$ cat src/rtl/demux_pkg.sv
// Shared constants for the 1-to-2 stream demultiplexer: select encodings
// and default sizing.
package demux_pkg;

  localparam logic SEL_A = 1'b0;
  localparam logic SEL_B = 1'b1;

  localparam int unsigned DEF_WIDTH = 4;
  localparam int unsigned DEF_DEPTH = 2;
  localparam int unsigned DEF_CNT_W = 8;

endpackage

$ cat src/rtl/demux1to2_stream_fifo.sv
// Small synchronous FIFO with extra-MSB pointers; head word is forced to
// zero while empty so an idle output never shows stale data.
module stream_fifo #(
  parameter int unsigned WIDTH = 4,
  parameter int unsigned DEPTH = 2
) (
  input  logic             clk,
  input  logic             rst_n,
  input  logic             push_i,
  input  logic [WIDTH-1:0] push_data_i,
  input  logic             pop_i,
  output logic             full_o,
  output logic             empty_o,
  output logic [WIDTH-1:0] head_o
);

  localparam int unsigned AW = $clog2(DEPTH);

  logic [WIDTH-1:0] mem_q [DEPTH];
  logic [AW:0]      wr_ptr_q, wr_ptr_d;
  logic [AW:0]      rd_ptr_q, rd_ptr_d;
  logic             do_push, do_pop;

  assign empty_o = (wr_ptr_q == rd_ptr_q);
  assign full_o  = (wr_ptr_q == {~rd_ptr_q[AW], rd_ptr_q[AW-1:0]});
  assign head_o  = empty_o ? '0 : mem_q[rd_ptr_q[AW-1:0]];

  // A full FIFO refuses a push even when it pops in the same cycle.
  assign do_push = push_i && !full_o;
  assign do_pop  = pop_i && !empty_o;

  always_comb begin
    wr_ptr_d = wr_ptr_q;
    rd_ptr_d = rd_ptr_q;
    if (do_push) wr_ptr_d = wr_ptr_q + 1'b1;
    if (do_pop)  rd_ptr_d = rd_ptr_q + 1'b1;
  end

  always_ff @(posedge clk or negedge rst_n) begin
    if (!rst_n) begin
      wr_ptr_q <= '0;
      rd_ptr_q <= '0;
      for (int unsigned i = 0; i < DEPTH; i++) mem_q[i] <= '0;
    end else begin
      wr_ptr_q <= wr_ptr_d;
      rd_ptr_q <= rd_ptr_d;
      if (do_push) mem_q[wr_ptr_q[AW-1:0]] <= push_data_i;
    end
  end

endmodule

$ cat src/rtl/demux1to2_stream.sv
// Buffered 1-to-2 stream demultiplexer: each input word is steered by its
// select bit into the A or B output FIFO; per-output delivery counters.
module demux1to2_stream
  import demux_pkg::*;
#(
  parameter int unsigned WIDTH = DEF_WIDTH,
  parameter int unsigned DEPTH = DEF_DEPTH,
  parameter int unsigned CNT_W = DEF_CNT_W
) (
  input  logic             clk,
  input  logic             rst_n,
  input  logic [WIDTH-1:0] in_data,
  input  logic             in_sel,
  input  logic             in_valid,
  output logic             in_ready,
  output logic [WIDTH-1:0] out_a_data,
  output logic             out_a_valid,
  input  logic             out_a_ready,
  output logic [WIDTH-1:0] out_b_data,
  output logic             out_b_valid,
  input  logic             out_b_ready,
  output logic [CNT_W-1:0] cnt_a,
  output logic [CNT_W-1:0] cnt_b
);

  logic             full_a, full_b;
  logic             empty_a, empty_b;
  logic             push_a, push_b;
  logic             pop_a, pop_b;
  logic [CNT_W-1:0] cnt_a_q, cnt_a_d;
  logic [CNT_W-1:0] cnt_b_q, cnt_b_d;

  // Ready depends only on the selected target, never on in_valid.
  assign in_ready = (in_sel == SEL_B) ? !full_b : !full_a;

  assign push_a = in_valid && in_ready && (in_sel == SEL_A);
  assign push_b = in_valid && in_ready && (in_sel == SEL_B);

  assign out_a_valid = !empty_a;
  assign out_b_valid = !empty_b;
  assign pop_a       = out_a_valid && out_a_ready;
  assign pop_b       = out_b_valid && out_b_ready;

  stream_fifo #(
    .WIDTH (WIDTH),
    .DEPTH (DEPTH)
  ) u_fifo_a (
    .clk         (clk),
    .rst_n       (rst_n),
    .push_i      (push_a),
    .push_data_i (in_data),
    .pop_i       (pop_a),
    .full_o      (full_a),
    .empty_o     (empty_a),
    .head_o      (out_a_data)
  );

  stream_fifo #(
    .WIDTH (WIDTH),
    .DEPTH (DEPTH)
  ) u_fifo_b (
    .clk         (clk),
    .rst_n       (rst_n),
    .push_i      (push_b),
    .push_data_i (in_data),
    .pop_i       (pop_b),
    .full_o      (full_b),
    .empty_o     (empty_b),
    .head_o      (out_b_data)
  );

  always_comb begin
    cnt_a_d = cnt_a_q;
    cnt_b_d = cnt_b_q;
    if (pop_a) cnt_a_d = cnt_a_q + CNT_W'(1);
    if (pop_b) cnt_b_d = cnt_b_q + CNT_W'(1);
  end

  always_ff @(posedge clk or negedge rst_n) begin
    if (!rst_n) begin
      cnt_a_q <= '0;
      cnt_b_q <= '0;
    end else begin
      cnt_a_q <= cnt_a_d;
      cnt_b_q <= cnt_b_d;
    end
  end

  assign cnt_a = cnt_a_q;
  assign cnt_b = cnt_b_q;

endmodule
$ cat config.mk
export PLATFORM = sky130hd
export DESIGN_NAME = demux1to2_stream
export DESIGN_NICKNAME = d
export VERILOG_FILES = /design/src/rtl/demux_pkg.sv /design/src/rtl/demux1to2_stream_fifo.sv /design/src/rtl/demux1to2_stream.sv
export SDC_FILE = /design/constraint.sdc
export NUM_CORES = 1
export LEC_CHECK = 0
export BUFFER_PORTS_ARGS = -buffer_cell sky130_fd_sc_hd__buf_4
export CAP_MARGIN = 0
export CELL_PAD_IN_SITES_DETAIL_PLACEMENT = 0
export CELL_PAD_IN_SITES_GLOBAL_PLACEMENT = 1
export CORE_MARGIN = 2
export CORE_UTILIZATION = 35
export DETAILED_ROUTE_END_ITERATION = 7
export GPL_ROUTABILITY_DRIVEN = 0
export PLACE_DENSITY = 0.66
export SETUP_SLACK_MARGIN = 0.5
export SLEW_MARGIN = 20
export SYNTH_ARGS = -nofsm -noshare
export SYNTH_HDL_FRONTEND = slang
export SYNTH_SLANG_ARGS = --single-unit
$ cat constraint.sdc
create_clock -name clk -period 3.94 [get_ports clk]
set_clock_uncertainty 0.05 [all_clocks]
set_input_delay 0.394 -clock clk [delete_from_list [all_inputs] [get_ports clk]]
set_output_delay 0.394 -clock clk [all_outputs]
set_load 0.05 [all_outputs]
==> results.ini, run 1 <==
[drt]
drc = 0
first_pass_iters = 4
totalWireLength_um = 3920
drt_iter0_drc = 67
via_per_inst = 4.830
avgRoutedWirePerCell_um = 14.52
num_vias = 1304
postRouteAntennaNets = 0

[grt]
grt_max_degree = 41
gr-usage-met1 = 0.1699
grt_pass1_vias = 1394
use_met3 = 0.04023
antenna_found_initial = 0
grt-ovfl-total = 0
top_usage_layer = met2
global_route.usage.met2 = 0.2342
track_usage = 0.1390
grt_pass1_wl_um = 6693

[worst_setup_path]
endpoint_kind = output port
critical_path_required_ns = 3.50
r2r_setup_slack_ns = 2.25
critPathLaunchType = flip-flop
crit_arrival_ns = 1.84
crit_slowest_cell = dfrtp_1
startpoint = u_fifo_b.rd_ptr_q[0]
cp_max_fo = 11
worst-path-buf-inv = 1
slowest_delay_ns = 0.58
worst-setup-path-type = reg2out
reg2reg_from = u_fifo_a.rd_ptr_q[1]
reg2reg_depth = 3
reg2reg_to = u_fifo_a.mem_q[2]
path_delay_family = flip-flops
path_cells = xnor2_1 -> a31oi_1 -> buf_4

[synth]
yosysWarningCount = 0
synth_seq_cells = 40
syn_avg_cell_area_um2 = 12.39
yosysSeqAreaShare = 0.5145
synthCells = 157
synth.cell_area_um2 = 1946
synth_nets = 169
ys_types = 28

[clock_network]
path_clk_slew_ns = 0.07
cts_setup_buffers = 0
worstSkewPairLatency_ns = 0.29
cts_max_path_buffers = 2
cts_buffers = 5
cts_tree = done
cts_root_buf = clkbuf_8
cts_sinks = 40
htreeDepth = 2
cts_hold_buf = 0
ctsResizeCount = 0

[layout]
drive_gt1_frac = 0.3485
diodes = 0
postLayoutCoreUtil = 0.4369
syn2layout_area_growth_pct = 22.12
fin_nets = 209

[placement]
dp_hpwl_um = 2831
portBuffers = 36

[timing]
worst_pin_slew_ns = 0.6151
finalCritPeriodShare = 0.5803
fin_crit_ns = 2.286
slew-limit-headroom = 0.5870
rsz0062_at_grt = false
setup_tns_ns = 0
setup_viol = 0
fmax_mhz = 437.4
drv_slew = 0
hold_violations = 0

[die]
io_pins = 37
core-area_um2 = 5439
start_util = 0.3577
fp.dieW_um = 78.56
die_area_um2 = 6172
row_count = 27
die_y_um = 78.56

[worst_hold_path]
min_path_type = in2async

[flow_run]
maxCapViolations = 0

[status]
outcome = finished clean

[cells by family (layout without fill, tap and decap cells)]
logic type      Yosys count  after routing  synth area share
flops                    40             40            0.5145
simple gates             30             30           0.07331
xor+xnor                 28             28            0.1376
mux                      27             27            0.1505
compound gates           23             23           0.09325
buf+inv                   7             48           0.01800
fa+ha+maj                 2              2           0.01286
[stage by stage]
stage          hold slack (ns)  area, µm²  instances  worst slack [ns]
2_1_floorplan          0.04841       1946        157             1.803
3_3_place_gp            0.3464       2286        262             2.004
3_5_place_dp            0.3580       2286        262             1.994
4_1_cts                0.03797       2376        270             1.659
5_1_grt                0.06360       2376        270             1.538
6_report              0.008928       2376        270             1.654
[sequential cells by signal, summed over array words and instances, names as in the netlist]
signal             count
cnt_a                  8
cnt_b                  8
u_fifo_a.mem_q         8
u_fifo_a.rd_ptr_q      2
u_fifo_a.wr_ptr_q      2
u_fifo_b.mem_q         8
u_fifo_b.rd_ptr_q      2
u_fifo_b.wr_ptr_q      2
[cell type report]
class                   instances  area, µm²
fillers                       532       3063
repair buffers                 36      270.3
inverters                       4      15.01
well taps                      72      90.09
flip-flops and latches         40       1001
clock buffers                   8      90.09
multi-input cells             110      909.6
[cell usage in the layout, fill, tap and decap left out]
cell / Yosys / final
nor3b_1: 1 / 1
o21ai_2: 3 / 3
a221o_1: 1 / 1
o211ai_1: 2 / 2
o21ai_0: 1 / 1
a211oi_1: 8 / 8
nor3_1: 2 / 2
ha_1: 2 / 2
nand2b_1: 1 / 1
a21oi_2: 1 / 1
buf_4: 2 / 36
a211oi_4: 1 / 1
a31oi_1: 1 / 1
xnor2_1: 9 / 9
clkbuf_8: 0 / 6
mux2_2: 18 / 18
clkbuf_1: 0 / 2
nor2_1: 11 / 11
nand2_1: 6 / 6
nand3_1: 1 / 1
nand4_1: 8 / 8
mux2i_1: 9 / 9
dfrtp_1: 40 / 40
xor2_2: 2 / 2
a21oi_1: 4 / 4
xor2_1: 16 / 16
a211o_2: 1 / 1
xnor2_2: 1 / 1
inv_1: 4 / 4
[Yosys cell counts]
cell | n | share of area
mux2i_1 | 9 | 0.046
a211oi_4 | 1 | 0.010
ha_1 | 2 | 0.013
a221o_1 | 1 | 0.0051
a211oi_1 | 8 | 0.031
dfrtp_1 | 40 | 0.51
mux2_2 | 18 | 0.10
nand4_1 | 8 | 0.026
a21oi_2 | 1 | 0.0045
a31oi_1 | 1 | 0.0032
xnor2_2 | 1 | 0.0084
xor2_1 | 16 | 0.072
nor3b_1 | 1 | 0.0039
nor2_1 | 11 | 0.021
o21ai_2 | 3 | 0.014
nand2_1 | 6 | 0.012
xor2_2 | 2 | 0.017
nand3_1 | 1 | 0.0026
clkbuf_2 | 1 | 0.0026
o211ai_1 | 2 | 0.0077
o21ai_0 | 1 | 0.0026
a21oi_1 | 4 | 0.010
a211o_2 | 1 | 0.0051
buf_4 | 2 | 0.0077
nor3_1 | 2 | 0.0051
xnor2_1 | 9 | 0.041
inv_1 | 4 | 0.0077
nand2b_1 | 1 | 0.0032
[per-layer routing]
metal / wire length [µm] / share of wire
met5: 0 / 0
met4: 40 / 0.010
met3: 184 / 0.047
met2: 1965 / 0.50
met1: 1730 / 0.44
[how the worst max path moves through the flow]
stage | endpoint | slack, ns | depth (start not counted)
5_1_grt | in_ready | 1.54 | 3
3_3_place_gp | in_ready | 2.00 | 4
2_1_floorplan | in_ready | 1.80 | 3
3_5_place_dp | in_ready | 1.99 | 4
4_1_cts | in_ready | 1.66 | 4
6_report | in_ready | 1.65 | 3
Power of run 1 is not shown: default switching activity piles up to over one toggle a cycle in this logic, so the estimate is an artifact.
==> run 2, diff against run 1 <==
PLACE_DENSITY = 0.69   (was 0.66)
clock period = 1.9 ns   (was 3.94 ns; I/O delays follow)
==> run 2 against run 1 <==
  * Cell area grew 35%
  * Register-to-register slack lost 2.1 ns
  * Non-clock buffer count grew 34
  * Critical path type unchanged
  * Global-route usage grew 1.8 points
  * Core utilization grew 15 points
  * Die area is the same
  * Critical path depth grew 2
==> results.ini, run 2 (same netlist as run 1, synthesis figures left out) <==
[status]
outcome = finished clean

[drt]
first_pass_iters = 4
drt_iter0_drc = 52
totalWireLength_um = 4784
via_per_inst = 4.990
drc = 0
postRouteAntennaNets = 0
num_vias = 1517
avgRoutedWirePerCell_um = 15.74

[clock_network]
cts_buffers = 5
cts_sinks = 40
cts_max_path_buffers = 2
cts_root_buf = clkbuf_8
worstSkewPairLatency_ns = 0.29
path_clk_slew_ns = 0.08
htreeDepth = 2
cts_tree = done

[worst_setup_path]
path_cells = xor2_4 -> nor2_4 -> buf_6 -> nor2_4 -> buf_6
reg2reg_depth = 5
cp_max_fo = 4
crit_slowest_cell = dfrtp_2
critical_path_required_ns = 1.66
endpoint_kind = output port
reg2reg_to = u_fifo_a.mem_q[4]
worst-setup-path-type = reg2out
slowest_delay_ns = 0.51
r2r_setup_slack_ns = 0.19
reg2reg_from = u_fifo_a.rd_ptr_q[1]
crit_arrival_ns = 1.47
critPathLaunchType = flip-flop

[layout]
nFillCells = 417
fin_nets = 243
diodes = 0
final_area_um2 = 3199
layout_common_cells = buf_4, dfrtp_1, buf_6
layout_commonest_cell = buf_4
drive_gt1_frac = 0.6207
syn2layout_area_growth_pct = 64.44

[die]
die_area_um2 = 6172
start_util = 0.3577
fp.dieW_um = 78.56
row_count = 27
die_y_um = 78.56
io_pins = 37
core-area_um2 = 5439

[placement]
portBuffers = 36
post_dp_cell_area_um2 = 2447

[grt]
grt_max_degree = 41
grt_pass1_vias = 1487
antenna_found_initial = 0
track_usage = 0.1569
grt-ovfl-total = 0
grt_pass1_wl_um = 7465

[worst_hold_path]
whs_path_depth = 2
min_path_type = in2reg
min-delay-start = in_data[0]
min_to = u_fifo_a.mem_q[0]

[timing]
fmax_mhz = 583.1
slew-limit-headroom = 0.6550
worst_pin_slew_ns = 0.5174
fin_crit_ns = 1.715
setup_tns_ns = 0
rsz0062_at_grt = true
hold_violations = 0
setup_viol = 0
finalCritPeriodShare = 0.9026
drv_slew = 0

[flow_run]
maxCapViolations = 0

## run 2: per-stage QoR
step	hold WS [ns]	instances	util	setup WS, ns
final	0.1031	304	0.5882	0.1851
after global routing	0.08665	304	0.5882	0.1094
after CTS	0.09748	289	0.5406	0.1674
after detailed placement	0.1524	264	0.4500	0.2573
after global placement	0.1424	264	0.4500	0.2940
after floorplan	-0.1556	157	-	0.3826
## run 2: repair_timing
| item | CTS | global route |
|---|---|---|
| hold endpoints to repair | 40 | 0 |
| resized for setup | 51 | 21 |
| pin swaps | 18 | 16 |
| setup endpoints to repair | 43 | 49 |
| hold buffers | 1 | 0 |
| cloned | 0 | 1 |
| setup buffers | 16 | 14 |
## run 2: layout make-up
cell class / instances / area [µm²] / share of cell area
clock buffer: 6 / 72.57 / 0.02268
clock inverter: 2 / 35.03 / 0.01095
inverter: 4 / 18.77 / 0.005866
multi-input combinational: 110 / 1274 / 0.3981
sequential: 40 / 1016 / 0.3176
tap: 72 / 90.09 / 0.02816
timing repair buffer: 70 / 693.2 / 0.2167
## run 2: worst max-delay path by stage
stage                               from                   end  slack (ns)  cells past startpoint
floorplan           u_fifo_a.rd_ptr_q[1]              in_ready        0.38                      3
global placement    u_fifo_a.rd_ptr_q[1]              in_ready        0.29                      4
detailed placement  u_fifo_b.rd_ptr_q[1]  u_fifo_b.wr_ptr_q[0]        0.26                      3
CTS                 u_fifo_a.wr_ptr_q[1]         out_a_data[0]        0.17                      5
global route        u_fifo_a.rd_ptr_q[1]              in_ready        0.11                      5
finish              u_fifo_b.rd_ptr_q[0]         out_b_data[3]        0.19                      5
## run 2: worst max-delay path: cells and delay by family, from the launching register on
family | cells | cell delay, ns
XOR/XNOR | 1 | 0.24
buffers and inverters | 2 | 0.30
flip-flops | 1 | 0.51
AND/OR/NAND/NOR | 2 | 0.14
## run 2: per-layer routing
metal	track usage	routed length (µm)	vias to the layer above
li1	-	-	717
met1	0.1996	2009	755
met2	0.2564	2468	33
met3	0.04828	197	12
met4	0.04737	108	0
met5	0	0	-
Power of run 2 is left out for the same reason.
